$ cat config.mk
export PLATFORM = sky130hd
export DESIGN_NAME = via_bus_sequencer_flat
export DESIGN_NICKNAME = d
export VERILOG_FILES = /design/src/rtl/via_bus_sequencer_if.sv /design/src/rtl/via_bus_sequencer.sv /design/src/flat_wrapper.sv
export SDC_FILE = /design/constraint.sdc
export NUM_CORES = 1
export LEC_CHECK = 0
export BUFFER_PORTS_ARGS = -buffer_cell sky130_fd_sc_hd__buf_2
export CORE_ASPECT_RATIO = 2
export CORE_MARGIN = 10
export CORE_UTILIZATION = 30
export DETAILED_ROUTE_END_ITERATION = 7
export PLACE_DENSITY = 0.55
export REMOVE_ABC_BUFFERS = 1
export SLEW_MARGIN = 20
export SYNTH_ARGS = -nofsm -noshare
export SYNTH_HDL_FRONTEND = slang
export SYNTH_SLANG_ARGS = --single-unit
$ cat constraint.sdc
create_clock -name clock -period 2.1 [get_ports clock]
set_input_delay 0.105 -clock clock [delete_from_list [all_inputs] [get_ports clock]]
set_output_delay 0.105 -clock clock [all_outputs]
set_load 0.02 [all_outputs]
$ cat src/rtl/via_bus_sequencer_if.sv
// Requester and VIA-side signal bundle for via_bus_sequencer.
// The sequencer uses the slave view; the CPU/host/VIA side uses master.
interface via_bus_sequencer_if;
  logic       cpu_req;
  logic       cpu_we;
  logic [3:0] cpu_addr;
  logic [7:0] cpu_wdata;
  logic [7:0] cpu_rdata;
  logic       cpu_ack;
  logic       host_req;
  logic       host_we;
  logic [3:0] host_addr;
  logic [7:0] host_wdata;
  logic [7:0] host_rdata;
  logic       host_ack;
  logic [3:0] via_addr;
  logic       via_wen;
  logic       via_ren;
  logic [7:0] via_din;
  logic [7:0] via_dout;

  modport master (
    output cpu_req, cpu_we, cpu_addr, cpu_wdata,
    input  cpu_rdata, cpu_ack,
    output host_req, host_we, host_addr, host_wdata,
    input  host_rdata, host_ack,
    input  via_addr, via_wen, via_ren, via_din,
    output via_dout
  );

  modport slave (
    input  cpu_req, cpu_we, cpu_addr, cpu_wdata,
    output cpu_rdata, cpu_ack,
    input  host_req, host_we, host_addr, host_wdata,
    output host_rdata, host_ack,
    output via_addr, via_wen, via_ren, via_din,
    input  via_dout
  );
endinterface

$ cat src/rtl/via_bus_sequencer.sv
// 6522 E-clock phase generator and CPU/host arbiter that runs one VIA
// register access per E period, spanning the whole E-high phase.
module via_bus_sequencer #(
  parameter int E_DIV         = 10,
  parameter int E_HIGH        = 4,
  parameter int HOST_MAX_WAIT = 3
) (
  input  logic              clock,
  input  logic              reset,
  input  logic              clk_en,
  output logic              e_clk,
  output logic              via_rising,
  output logic              via_falling,
  via_bus_sequencer_if.slave bus
);
  localparam int PW = $clog2(E_DIV);
  localparam int LW = (HOST_MAX_WAIT < 1) ? 1 : $clog2(HOST_MAX_WAIT + 1);
  localparam logic [PW-1:0] PH_LAST = PW'(E_DIV - 1);
  localparam logic [PW-1:0] PH_RISE = PW'(E_DIV - E_HIGH - 1);
  localparam logic [PW-1:0] PH_HIGH = PW'(E_DIV - E_HIGH);

  typedef enum logic [1:0] {IDLE, WAIT_RISE, ACTIVE, DONE} state_t;

  state_t        state_r;
  state_t        state_next_s;
  logic [PW-1:0] ph_r;
  logic [PW-1:0] ph_next_s;
  logic          e_clk_r;
  logic          owner_r;
  logic          cur_we_r;
  logic [LW-1:0] loss_r;
  logic          grant_s;
  logic          host_wins_s;
  logic          owner_req_s;
  logic [3:0]    via_addr_r;
  logic [7:0]    via_din_r;
  logic [7:0]    cpu_rdata_r;
  logic [7:0]    host_rdata_r;
  logic          cpu_ack_r;
  logic          host_ack_r;

  assign ph_next_s   = (ph_r == PH_LAST) ? '0 : ph_r + PW'(1);
  assign e_clk       = e_clk_r;
  assign via_rising  = clk_en && !reset && (ph_r == PH_RISE);
  assign via_falling = clk_en && !reset && (ph_r == PH_LAST);

  // Phase counter; e_clk follows the phase it is entering so it always equals (ph >= high start)
  always_ff @(posedge clock) begin
    if (reset) begin
      ph_r    <= '0;
      e_clk_r <= 1'b0;
    end else if (clk_en) begin
      ph_r    <= ph_next_s;
      e_clk_r <= (ph_next_s >= PH_HIGH);
    end
  end

  // Arbitration decode and next-state logic
  always_comb begin
    host_wins_s  = bus.host_req && (!bus.cpu_req || (loss_r == LW'(HOST_MAX_WAIT)));
    grant_s      = (state_r == IDLE) && (bus.cpu_req || bus.host_req);
    owner_req_s  = owner_r ? bus.host_req : bus.cpu_req;
    state_next_s = state_r;
    case (state_r)
      IDLE: begin
        if (grant_s) state_next_s = WAIT_RISE;
        else         state_next_s = IDLE;
      end
      WAIT_RISE: begin
        // An owner that gives up before the E-high phase gets no VIA cycle at all
        if (!owner_req_s)    state_next_s = IDLE;
        else if (via_rising) state_next_s = ACTIVE;
        else                 state_next_s = WAIT_RISE;
      end
      ACTIVE: begin
        if (via_falling) state_next_s = DONE;
        else             state_next_s = ACTIVE;
      end
      DONE:    state_next_s = IDLE;
      default: state_next_s = IDLE;
    endcase
  end

  // State register
  always_ff @(posedge clock) begin
    if (reset) state_r <= IDLE;
    else       state_r <= state_next_s;
  end

  // Grant latching, loss counter, read capture and ack pulses
  always_ff @(posedge clock) begin
    if (reset) begin
      owner_r      <= 1'b0;
      cur_we_r     <= 1'b0;
      loss_r       <= '0;
      via_addr_r   <= 4'h0;
      via_din_r    <= 8'h00;
      cpu_rdata_r  <= 8'h00;
      host_rdata_r <= 8'h00;
      cpu_ack_r    <= 1'b0;
      host_ack_r   <= 1'b0;
    end else begin
      cpu_ack_r  <= 1'b0;
      host_ack_r <= 1'b0;
      if (grant_s) begin
        owner_r    <= host_wins_s;
        cur_we_r   <= host_wins_s ? bus.host_we    : bus.cpu_we;
        via_addr_r <= host_wins_s ? bus.host_addr  : bus.cpu_addr;
        via_din_r  <= host_wins_s ? bus.host_wdata : bus.cpu_wdata;
        if (host_wins_s)       loss_r <= '0;
        else if (bus.host_req) loss_r <= loss_r + LW'(1);
      end
      if ((state_r == ACTIVE) && via_falling && !cur_we_r) begin
        if (owner_r) host_rdata_r <= bus.via_dout;
        else         cpu_rdata_r  <= bus.via_dout;
      end
      if (state_r == DONE) begin
        if (owner_r) host_ack_r <= 1'b1;
        else         cpu_ack_r  <= 1'b1;
      end
    end
  end

  assign bus.via_wen    = (state_r == ACTIVE) && cur_we_r;
  assign bus.via_ren    = (state_r == ACTIVE) && !cur_we_r;
  assign bus.via_addr   = via_addr_r;
  assign bus.via_din    = via_din_r;
  assign bus.cpu_rdata  = cpu_rdata_r;
  assign bus.host_rdata = host_rdata_r;
  assign bus.cpu_ack    = cpu_ack_r;
  assign bus.host_ack   = host_ack_r;
endmodule

$ cat src/flat_wrapper.sv
// flat-port wrapper written by rule: the top's interface ports become plain ports
module via_bus_sequencer_flat 
#(
  parameter int E_DIV         = 10,
  parameter int E_HIGH        = 4,
  parameter int HOST_MAX_WAIT = 3
)
  (clock, reset, clk_en, e_clk, via_rising, via_falling, bus_cpu_req, bus_cpu_we, bus_cpu_addr, bus_cpu_wdata, bus_cpu_rdata, bus_cpu_ack, bus_host_req, bus_host_we, bus_host_addr, bus_host_wdata, bus_host_rdata, bus_host_ack, bus_via_addr, bus_via_wen, bus_via_ren, bus_via_din, bus_via_dout);
  via_bus_sequencer_if bus_i ();
  input  logic clock;
  input  logic reset;
  input  logic clk_en;
  output logic e_clk;
  output logic via_rising;
  output logic via_falling;
  input wire logic [$bits(bus_i.cpu_req)-1:0] bus_cpu_req;
  input wire logic [$bits(bus_i.cpu_we)-1:0] bus_cpu_we;
  input wire logic [$bits(bus_i.cpu_addr)-1:0] bus_cpu_addr;
  input wire logic [$bits(bus_i.cpu_wdata)-1:0] bus_cpu_wdata;
  output wire logic [$bits(bus_i.cpu_rdata)-1:0] bus_cpu_rdata;
  output wire logic [$bits(bus_i.cpu_ack)-1:0] bus_cpu_ack;
  input wire logic [$bits(bus_i.host_req)-1:0] bus_host_req;
  input wire logic [$bits(bus_i.host_we)-1:0] bus_host_we;
  input wire logic [$bits(bus_i.host_addr)-1:0] bus_host_addr;
  input wire logic [$bits(bus_i.host_wdata)-1:0] bus_host_wdata;
  output wire logic [$bits(bus_i.host_rdata)-1:0] bus_host_rdata;
  output wire logic [$bits(bus_i.host_ack)-1:0] bus_host_ack;
  output wire logic [$bits(bus_i.via_addr)-1:0] bus_via_addr;
  output wire logic [$bits(bus_i.via_wen)-1:0] bus_via_wen;
  output wire logic [$bits(bus_i.via_ren)-1:0] bus_via_ren;
  output wire logic [$bits(bus_i.via_din)-1:0] bus_via_din;
  input wire logic [$bits(bus_i.via_dout)-1:0] bus_via_dout;
  assign bus_i.cpu_req = bus_cpu_req;
  assign bus_i.cpu_we = bus_cpu_we;
  assign bus_i.cpu_addr = bus_cpu_addr;
  assign bus_i.cpu_wdata = bus_cpu_wdata;
  assign bus_cpu_rdata = bus_i.cpu_rdata;
  assign bus_cpu_ack = bus_i.cpu_ack;
  assign bus_i.host_req = bus_host_req;
  assign bus_i.host_we = bus_host_we;
  assign bus_i.host_addr = bus_host_addr;
  assign bus_i.host_wdata = bus_host_wdata;
  assign bus_host_rdata = bus_i.host_rdata;
  assign bus_host_ack = bus_i.host_ack;
  assign bus_via_addr = bus_i.via_addr;
  assign bus_via_wen = bus_i.via_wen;
  assign bus_via_ren = bus_i.via_ren;
  assign bus_via_din = bus_i.via_din;
  assign bus_i.via_dout = bus_via_dout;
  via_bus_sequencer #(.E_DIV(E_DIV), .E_HIGH(E_HIGH), .HOST_MAX_WAIT(HOST_MAX_WAIT)) u_core (.clock(clock), .reset(reset), .clk_en(clk_en), .e_clk(e_clk), .via_rising(via_rising), .via_falling(via_falling), .bus(bus_i));
endmodule
==> results of run 1 <==
## metal layers
layer	vias up	part of all wire (%)	GRT usage, %
met3	13	5.4	3.125
met5	-	0	0
met4	0	4.4	7.315
li1	952	-	-
met1	918	39	11.78
met2	66	52	19.37
## cell usage in the layout (no fill, tap or decap), types with 5 or more instances in the layout
cell type and count:
buf_2 73, dfxtp_1 41, a21oi_1 27, nand3_1 15
o21ai_0 15, a311oi_1 14, nand2b_1 10, o31ai_1 9
nand4_1 9, nor2_1 8, nor2b_1 8, buf_4 7
nand2_1 6, mux2_4 5, clkbuf_16 5
## area by class of cell
cell class | instances | share of cell area (%)
flip-flops and latches | 41 | 31.75
well taps | 88 | 4.259
clock inverters | 1 | 1.162
multi-input cells | 156 | 40.71
repair buffers | 80 | 16.17
clock buffers | 7 | 5.518
inverters | 3 | 0.4356
## final timing paths
kind	endpoint	slack, ps	from
worst max-delay path	u_core.loss_r[0]$_SDFFE_PP0P_	520	u_core.loss_r[0]$_SDFFE_PP0P_
worst max register to register	u_core.loss_r[0]$_SDFFE_PP0P_	520	u_core.loss_r[0]$_SDFFE_PP0P_
worst min-delay path	u_core.ph_r[1]$_SDFFE_PP0P_	60	reset
worst min register to register	u_core.loss_r[1]$_SDFFE_PP0P_	460	u_core.loss_r[1]$_SDFFE_PP0P_
## power breakdown
part	total (mW)	internal, mW	switching, mW
clock network	0.899	0.594	0.305
logic	0.253	0.102	0.151
registers	0.848	0.815	0.0335
total	2.00	1.51	0.489
## state kept, by name (all words and copies together) (netlist names), 2 cells and up, named ones only
name,count
u_core.bus.via_din,8
u_core.bus.via_addr,4
u_core.bus.host_rdata,8
u_core.ph_r,4
u_core.bus.cpu_rdata,8
u_core.loss_r,2
## logic make-up (layout without fill, tap and decap cells)
| family | count (synthesis) | in the layout | synth area share, % |
|---|---|---|---|
| AOI/OAI and AO/OA | 69 | 69 | 21.28 |
| and+or+nand+nor | 75 | 75 | 23.77 |
| buffers and inverters | 27 | 91 | 6.845 |
| adders and majority gates | 1 | 1 | 0.6222 |
| DFF | 41 | 41 | 40.82 |
| muxes | 9 | 9 | 5.787 |
| xor gates and xnor gates | 2 | 2 | 0.8713 |
## metrics by stage
step | hold WS (ps) | cells
floorplan | 174.1 | 200
global placement | 352.1 | 368
detailed placement | 349.7 | 368
CTS | 54.41 | 376
global route | 61.90 | 376
finish | 58.89 | 376
==> impl_metrics.toml, run 1 <==
[route]
drc = 0
drt-pass1-iter-count = 4
first_iter_violations = 86
viasPerCell = 5.184
ant_nets = 0
routed_wirelength_um = 6053
vias = 1949
wl_per_cell_um = 16.10

[synth]
synth_top_area_share_pct = 40.82
synth_edf_count = 0
ys_seq_elements = 41
avgSynthCellArea_um2 = 8.976
ys_seq_area_share_pct = 40.82
async_reset_ff_share_pct = 0
ys_types = 41
synthFlopType = "dfxtp_1"
syn_area_um2 = 2011
ys_top_cells_by_area = "dfxtp_1, a21oi_1, a311oi_1"
yosys_warnings = 0
synth.most_common_cell = "dfxtp_1"
yosysTopAreaCell = "dfxtp_1"
synth.top_cells.by_count = "dfxtp_1, a21oi_1, nand3_1, o21ai_0, a311oi_1"
synthCells = 224

[worst_setup_path]
crit_cells = 4
worstSetupEndpointType = "flip-flop"
critPathMaxStageDelay_ps = 470
slowest_stage = "or3_1"
cp_cell_sequence = "ha_1, nand2b_1, or3_1, a21oi_1"
cp.required_ps = 2320
critPathLaunchType = "flip-flop"
critPathArrivalTime_ps = 1800
path_delay_family = "simple AND/OR/NAND/NOR gates"
worstPathMaxFanout = 15
crit_type = "flip-flop to flip-flop"
crit_buf_inv = 0
r2r_cells = 4

[placed_design]
gp_congestion = 0.7660
post-place-ws_ps = 541.6
dpl.hpwl_um = 4491
port_buffers = 73
dpl-instance-area_um2 = 2412

[min_path]
hold_class = "primary input to flip-flop"
min_path_cells = 2

[cts]
cts_setup_buffers = 0
cts_max_level = 2
clk_pin_slew_worst_paths_ps = 60
cts_hold_buf = 0
cts_buffer_depth = 2
cts_buffers = 5
cts_tree = "done"
insertion_delay_ps = 290
cts.repair.resized = 0
cts_sinks = 41
clock-root-buffer = "clkbuf_16"

[floorplan]
start_util_pct = 30.61
die_area_um2 = 10580
die_w_um = 77.89
core-area_um2 = 6569
rows = 42
die_h_um = 135.8
io_pins = 74

[final_layout]
design_area_um2 = 2585
final_util_pct = 39.35
fill_cells = 704
final-seq-area_um2 = 820.8
insertedDiodeCount = 0
area_growth_pct = 28.56
nets = 327
multi_input_area_um2 = 1052
drive_gt1_share_pct = 34.38

[timing]
rsz0062_at_grt = "no"
drv_slew = 0
period_needed_ps = 1582
setup_violations = 0
fin_ws_ps = 517.6
max_clock_freq_ghz = 0.6319
skew_ps = 4.022
worst_pin_slew_ps = 597.8
finalSetupTns_ps = 0
fin_crit_sh_pct = 75.35
hold_violations = 0
relSlewSlack_pct = 60.15

[grt]
antenna_found_initial = 0
overflow = 0
grt_pass1_wl_um = 9798
grt_max_degree = 42
grt_pass1_vias = 1979
grtUsageTotal_pct = 11.31

[flow_run]
cap_violations = 0

[pwr]
ir_drop_mv = 0.4475
finalPower_mw = 2.000
p_per_area_nw_per_um2 = 773.7
leakagePower_nw = 1.097

[run_status]
status = "complete, no violations"
Note: power is estimated with default switching activity, not from simulation.
==> inputs of run 2 (changes only) <==
clock period = 1.6 ns   (was 2.1 ns; I/O delays follow)
==> run 2 against run 1 <==
Largest power group is now sequential cells. Critical path type is now flip-flop to output port. Sequential share of layout area fell by 0.33 points. Total power rose by 23%. Flip-flop and latch count did not move. Via count fell by 2.1%. Setup slack got worse by 430 ps.
==> impl_metrics.toml, run 2 (synthesized netlist as in run 1, its figures left out) <==
[grt]
grt-busiest-layer = "met2"
grt_pass1_vias = 1956
grtUsageMet2_pct = 20.11
overflow = 0
grtUsageTotal_pct = 11.39
use_met1_pct = 12.04
met3_usage_pct = 3.125
grt_max_degree = 42
grt_pass1_wl_um = 9804
antenna_found_initial = 0

[worst_setup_path]
cp_cell_sequence = "nand4bb_2, buf_4, nor2_1, buf_2"
crit_cells = 4
crit_path_end = "via_rising"
worstSetupEndpointType = "output port"
cp.required_ps = 1520
r2r_cells = 3
critPathArrivalTime_ps = 1430
slowest_stage = "dfxtp_1"
crit_type = "flip-flop to output port"
worstPathMaxFanout = 7
critPathMaxStageDelay_ps = 310
critPathLaunchType = "flip-flop"
path_delay_family = "simple AND/OR/NAND/NOR gates"
r2r_slack_ps = 110
r2r_end = "u_core.bus.cpu_rdata[4]$_SDFFE_PP0P_"
cp-startpoint = "u_core.ph_r[1]$_SDFFE_PP0P_"
crit_buf_inv = 2

[placed_design]
dpl.hpwl_um = 4634
placed_cells = 374
gp_congestion = 0.8170
port_buffers = 73

[floorplan]
core-area_um2 = 6569
die_area_um2 = 10580
rows = 42
die_h_um = 135.8
die_w_um = 77.89
io_pins = 74
start_util_pct = 30.61

[cts]
clock-root-buffer = "clkbuf_16"
cts_buffers = 5
cts_max_level = 2
cts_sinks = 41
cts_hold_buf = 0
cts_buffer_depth = 2
clk_pin_slew_worst_paths_ps = 60
insertion_delay_ps = 280
cts_setup_buffers = 0
cts_tree = "done"

[final_layout]
mostFrequentLayoutCell = "buf_2"
drive_gt1_share_pct = 36.52
final-seq-area_um2 = 820.8
area_growth_pct = 29.93
fill_cells = 672
multi_input_area_um2 = 1059
stdcell_count = 382
final_cell_mix = "buf_2, dfxtp_1, a21oi_1, nand3_1, o21ai_0"
nets = 333

[pwr]
p_int_mw = 1.829
combPwrFrac_pct = 14.6
leakagePower_nw = 1.113
swShare_pct = 25.81
switchingPower_mw = 0.6361
pwr-share-seq_pct = 44.8
ir_drop_mv = 0.5709
p_per_area_nw_per_um2 = 943.4
p_clk_share_pct = 40.6

[route]
routed_wirelength_um = 6066
first_iter_violations = 145
viasPerCell = 4.997
drt-pass1-iter-count = 4
vias = 1909
drc = 0
wl_per_cell_um = 15.88
ant_nets = 0

[timing]
setup_violations = 0
max_clock_freq_ghz = 0.6608
finalSetupTns_ps = 0
rsz0062_at_grt = "no"
worst_pin_slew_ps = 419.8
period_needed_ps = 1513
fin_crit_sh_pct = 94.58
drv_slew = 0
relSlewSlack_pct = 72.01
hold_violations = 0
skew_ps = 6.260

[min_path]
hold_class = "primary input to flip-flop"
min_path_cells = 2

[flow_run]
cap_violations = 0

[run_status]
status = "complete, no violations"
run 2: changes by cell type in the layout (fill, tap and decap cells not counted), sizes merged:
| cell | change |
|---|---|
| buf | +6 |
| bufinv | -1 |
| clkbuf | -1 |
| clkinvlp | +1 |
| diode | +1 |
run 2: power by group through the flow:
stage,Combinational [mW],Clock (mW),Sequential (mW)
2_1_floorplan,0.132,0,1.17
3_3_place_gp,0.358,0,1.13
3_5_place_dp,0.362,0,1.13
4_1_cts,0.362,1.03,1.10
5_1_grt,0.396,1.06,1.11
6_report,0.359,1.00,1.10
run 2: routing by layer:
| layer | wire [um] | up-vias |
|---|---|---|
| li1 | - | 969 |
| met1 | 2305 | 885 |
| met2 | 3319 | 51 |
| met3 | 331 | 4 |
| met4 | 109 | 0 |
| met5 | 0 | - |
run 2: stage by stage:
step           hold WS (ps)  setup WS [ps]  utilization (%)  total power, mW  cell area, um2
2_1_floorplan         149.1          129.3                -            1.302            1884
3_3_place_gp          327.1          135.2            37.41            1.483            2457
3_5_place_dp          325.4          90.09            37.41            1.487            2457
4_1_cts               33.84          20.87            39.64            2.496            2604
5_1_grt               45.27          23.75            39.73            2.567            2610
6_report              37.75          86.74            39.77            2.465            2613
run 2: worst register-to-register path, stage by stage (launching register included):
cell     delay (ps)
dfxtp_1         500
nor4b_4         330
nand3_4         210
mux2_4          340
run 2: cell type report:
class	instances	area share (%)
Clock buffer	6	5.316
Clock inverter	1	0.2874
Antenna cell	1	0.09579
Multi-Input combinational cell	156	40.52
Timing Repair Buffer	86	17.72
Inverter	3	0.4310
Tap cell	88	4.215
Sequential cell	41	31.42
run 2: how the worst min path moves through the flow:
stage	startpoint	to	slack [ps]
3_3_place_gp	bus_via_dout[4]	u_core.bus.cpu_rdata[4]$_SDFFE_PP0P_	330
6_report	reset	u_core.ph_r[1]$_SDFFE_PP0P_	40
3_5_place_dp	bus_via_dout[4]	u_core.bus.cpu_rdata[4]$_SDFFE_PP0P_	330
5_1_grt	bus_via_dout[7]	u_core.bus.cpu_rdata[7]$_SDFFE_PP0P_	50
2_1_floorplan	reset	flip-flop	150
4_1_cts	reset	u_core.ph_r[1]$_SDFFE_PP0P_	30
run 2: timing repair:
action                                  4_1_cts  5_1_grt
endpoints found under the hold margin         0        0
endpoints found under the setup margin        0        8
resized for setup                             0        2
==> inputs of run 3 (changes only) <==
REMOVE_ABC_BUFFERS = not set   (was 1)
==> run 3 against run 2 <==
Sequential power about the same. Routed wire length down 0.94%. Flip-flop and latch count unchanged. Setup slack better by 45 ps. First-iteration DRC count down 48%. Critical path depth unchanged. Worst hold slack better by 4.1 ps. Non-clock buffer count down 1. Largest cell class unchanged.
==> impl_metrics.toml, run 3 (synthesized netlist as in run 1, its figures left out) <==
[cts]
clock-root-buffer = "clkbuf_16"
cts_buffers = 5
cts_sinks = 41
cts_max_level = 2
clk_pin_slew_worst_paths_ps = 60
cts_buffer_depth = 2
insertion_delay_ps = 280
cts_tree = "done"
cts_hold_buf = 0

[worst_setup_path]
cp_cell_sequence = "nand4bb_1, buf_4, nor2_1, buf_2"
r2r_end = "u_core.bus.cpu_rdata[2]$_SDFFE_PP0P_"
slowest_stage = "dfxtp_1"
worstPathMaxFanout = 10
crit_buf_inv = 2
rr_startpoint = "u_core.state_r[0]$_SDFF_PP0_"
r2r_cells = 3
crit_type = "flip-flop to output port"
critPathMaxStageDelay_ps = 370
critPathArrivalTime_ps = 1390
r2r_slack_ps = 170
critPathLaunchType = "flip-flop"
worstSetupEndpointType = "output port"
path_delay_family = "buffers and inverters"
cp.required_ps = 1520

[floorplan]
die_w_um = 77.89
start_util_pct = 30.61
die_h_um = 135.8
core-area_um2 = 6569
die_area_um2 = 10580
io_pins = 74
rows = 42

[timing]
finalSetupTns_ps = 0
fin_ws_ps = 132.0
worst_pin_slew_ps = 359.2
setup_violations = 0
max_clock_freq_ghz = 0.6812
fin_crit_sh_pct = 91.75
relSlewSlack_pct = 76.05
skew_ps = 5.918
period_needed_ps = 1468
rsz0062_at_grt = "no"
drv_slew = 0
hold_violations = 0

[final_layout]
drive_gt1_share_pct = 35.84
multi_input_area_um2 = 1054
mostFrequentLayoutCell = "buf_2"
fill_cells = 688
insertedDiodeCount = 0
area_growth_pct = 30.49
final-seq-area_um2 = 820.8
nets = 332
final_cell_mix = "buf_2, dfxtp_1, a21oi_1, nand3_1, o21ai_0"

[pwr]
swShare_pct = 24.01
switchingPower_mw = 0.6284
p_per_area_nw_per_um2 = 997.4
pwr-share-seq_pct = 42.4
combPwrFrac_pct = 13.0
p_clk_share_pct = 44.6
leakagePower_nw = 1.121
p_int_mw = 1.989
ir_drop_mv = 0.6815

[grt]
overflow = 0
antenna_found_initial = 0
grt_max_degree = 36
grt_pass1_wl_um = 9936
grtUsageTotal_pct = 11.45
grt_pass1_vias = 2010

[run_status]
status = "complete, no violations"

[placed_design]
port_buffers = 73
dpl.hpwl_um = 4631
post-place-ws_ps = 109.0
gp_congestion = 0.7425

[min_path]
hold_path_end = "u_core.bus.cpu_rdata[7]$_SDFFE_PP0P_"
hold_class = "primary input to flip-flop"
min_from = "bus_via_dout[7]"
min_path_cells = 2

[route]
routed_wirelength_um = 6009
ant_nets = 0
first_iter_violations = 76
viasPerCell = 4.990
drc = 0
drt-pass1-iter-count = 4
wl_per_cell_um = 15.77
vias = 1901

[flow_run]
cap_violations = 0

[synth]
syn-num-nets = 264
run 3: cell count changes in the layout (fill, tap and decap cells not counted), sizes merged:
cell and change:
buf -1, bufinv +1, clkbuf +1, clkinvlp -1, diode -1
run 3: power by group through the flow:
stage,clock network (mW),logic (mW),registers (mW)
after floorplan,0,0.181,1.16
after global placement,0,0.342,1.13
after detailed placement,0,0.344,1.13
after CTS,1.20,0.346,1.11
after global routing,1.23,0.379,1.12
final,1.17,0.340,1.11
run 3: final cells by class:
cell class	count	area share [%]
inverters	3	0.4292
clock buffers	7	5.436
clock inverters	1	1.144
flip-flops and latches	41	31.28
well taps	88	4.196
repair buffers	85	17.36
multi-input cells	156	40.15
run 3: repair_timing:
action | 4_1_cts | 5_1_grt
setup endpoints to repair | 0 | 9
setup buffers | 0 | 0
resized for setup | 0 | 1
run 3: per-stage QoR:
| step | cell area, um2 | utilization, % | total power [mW] | std cells | hold WS, ps |
|---|---|---|---|---|---|
| 6_report | 2624 | 39.94 | 2.617 | 381 | 41.86 |
| 5_1_grt | 2624 | 39.94 | 2.727 | 381 | 38.93 |
| 4_1_cts | 2623 | 39.92 | 2.653 | 381 | 35.52 |
| 3_5_place_dp | 2450 | 37.30 | 1.476 | 373 | 325.9 |
| 3_3_place_gp | 2450 | 37.30 | 1.473 | 373 | 322.7 |
| 2_1_floorplan | 2011 | - | 1.341 | 224 | 223.4 |
run 3: how the worst max path moves through the flow:
stage,endpoint,from,cells past startpoint
6_report,via_rising,u_core.ph_r[1]$_SDFFE_PP0P_,4
5_1_grt,via_falling,u_core.ph_r[1]$_SDFFE_PP0P_,4
4_1_cts,u_core.bus.via_din[7]$_SDFFE_PP0P_,u_core.loss_r[0]$_SDFFE_PP0P_,4
3_5_place_dp,u_core.bus.via_din[5]$_SDFFE_PP0P_,u_core.loss_r[0]$_SDFFE_PP0P_,4
3_3_place_gp,u_core.bus.via_din[7]$_SDFFE_PP0P_,u_core.loss_r[0]$_SDFFE_PP0P_,4
2_1_floorplan,u_core.bus.cpu_rdata[1]$_SDFFE_PP0P_,u_core.state_r[0]$_SDFF_PP0_,4
run 3: layer usage:
metal  GRT usage (%)  part of all wire (%)  routed length, um  vias to the layer above
met2           20.99                    54               3230                       59
met5               0                     0                  0                        -
met1           11.78                    39               2334                      872
met3           3.524                   5.9                357                        7
met4           4.208                   1.4                 87                        0
li1                -                     -                  -                      963
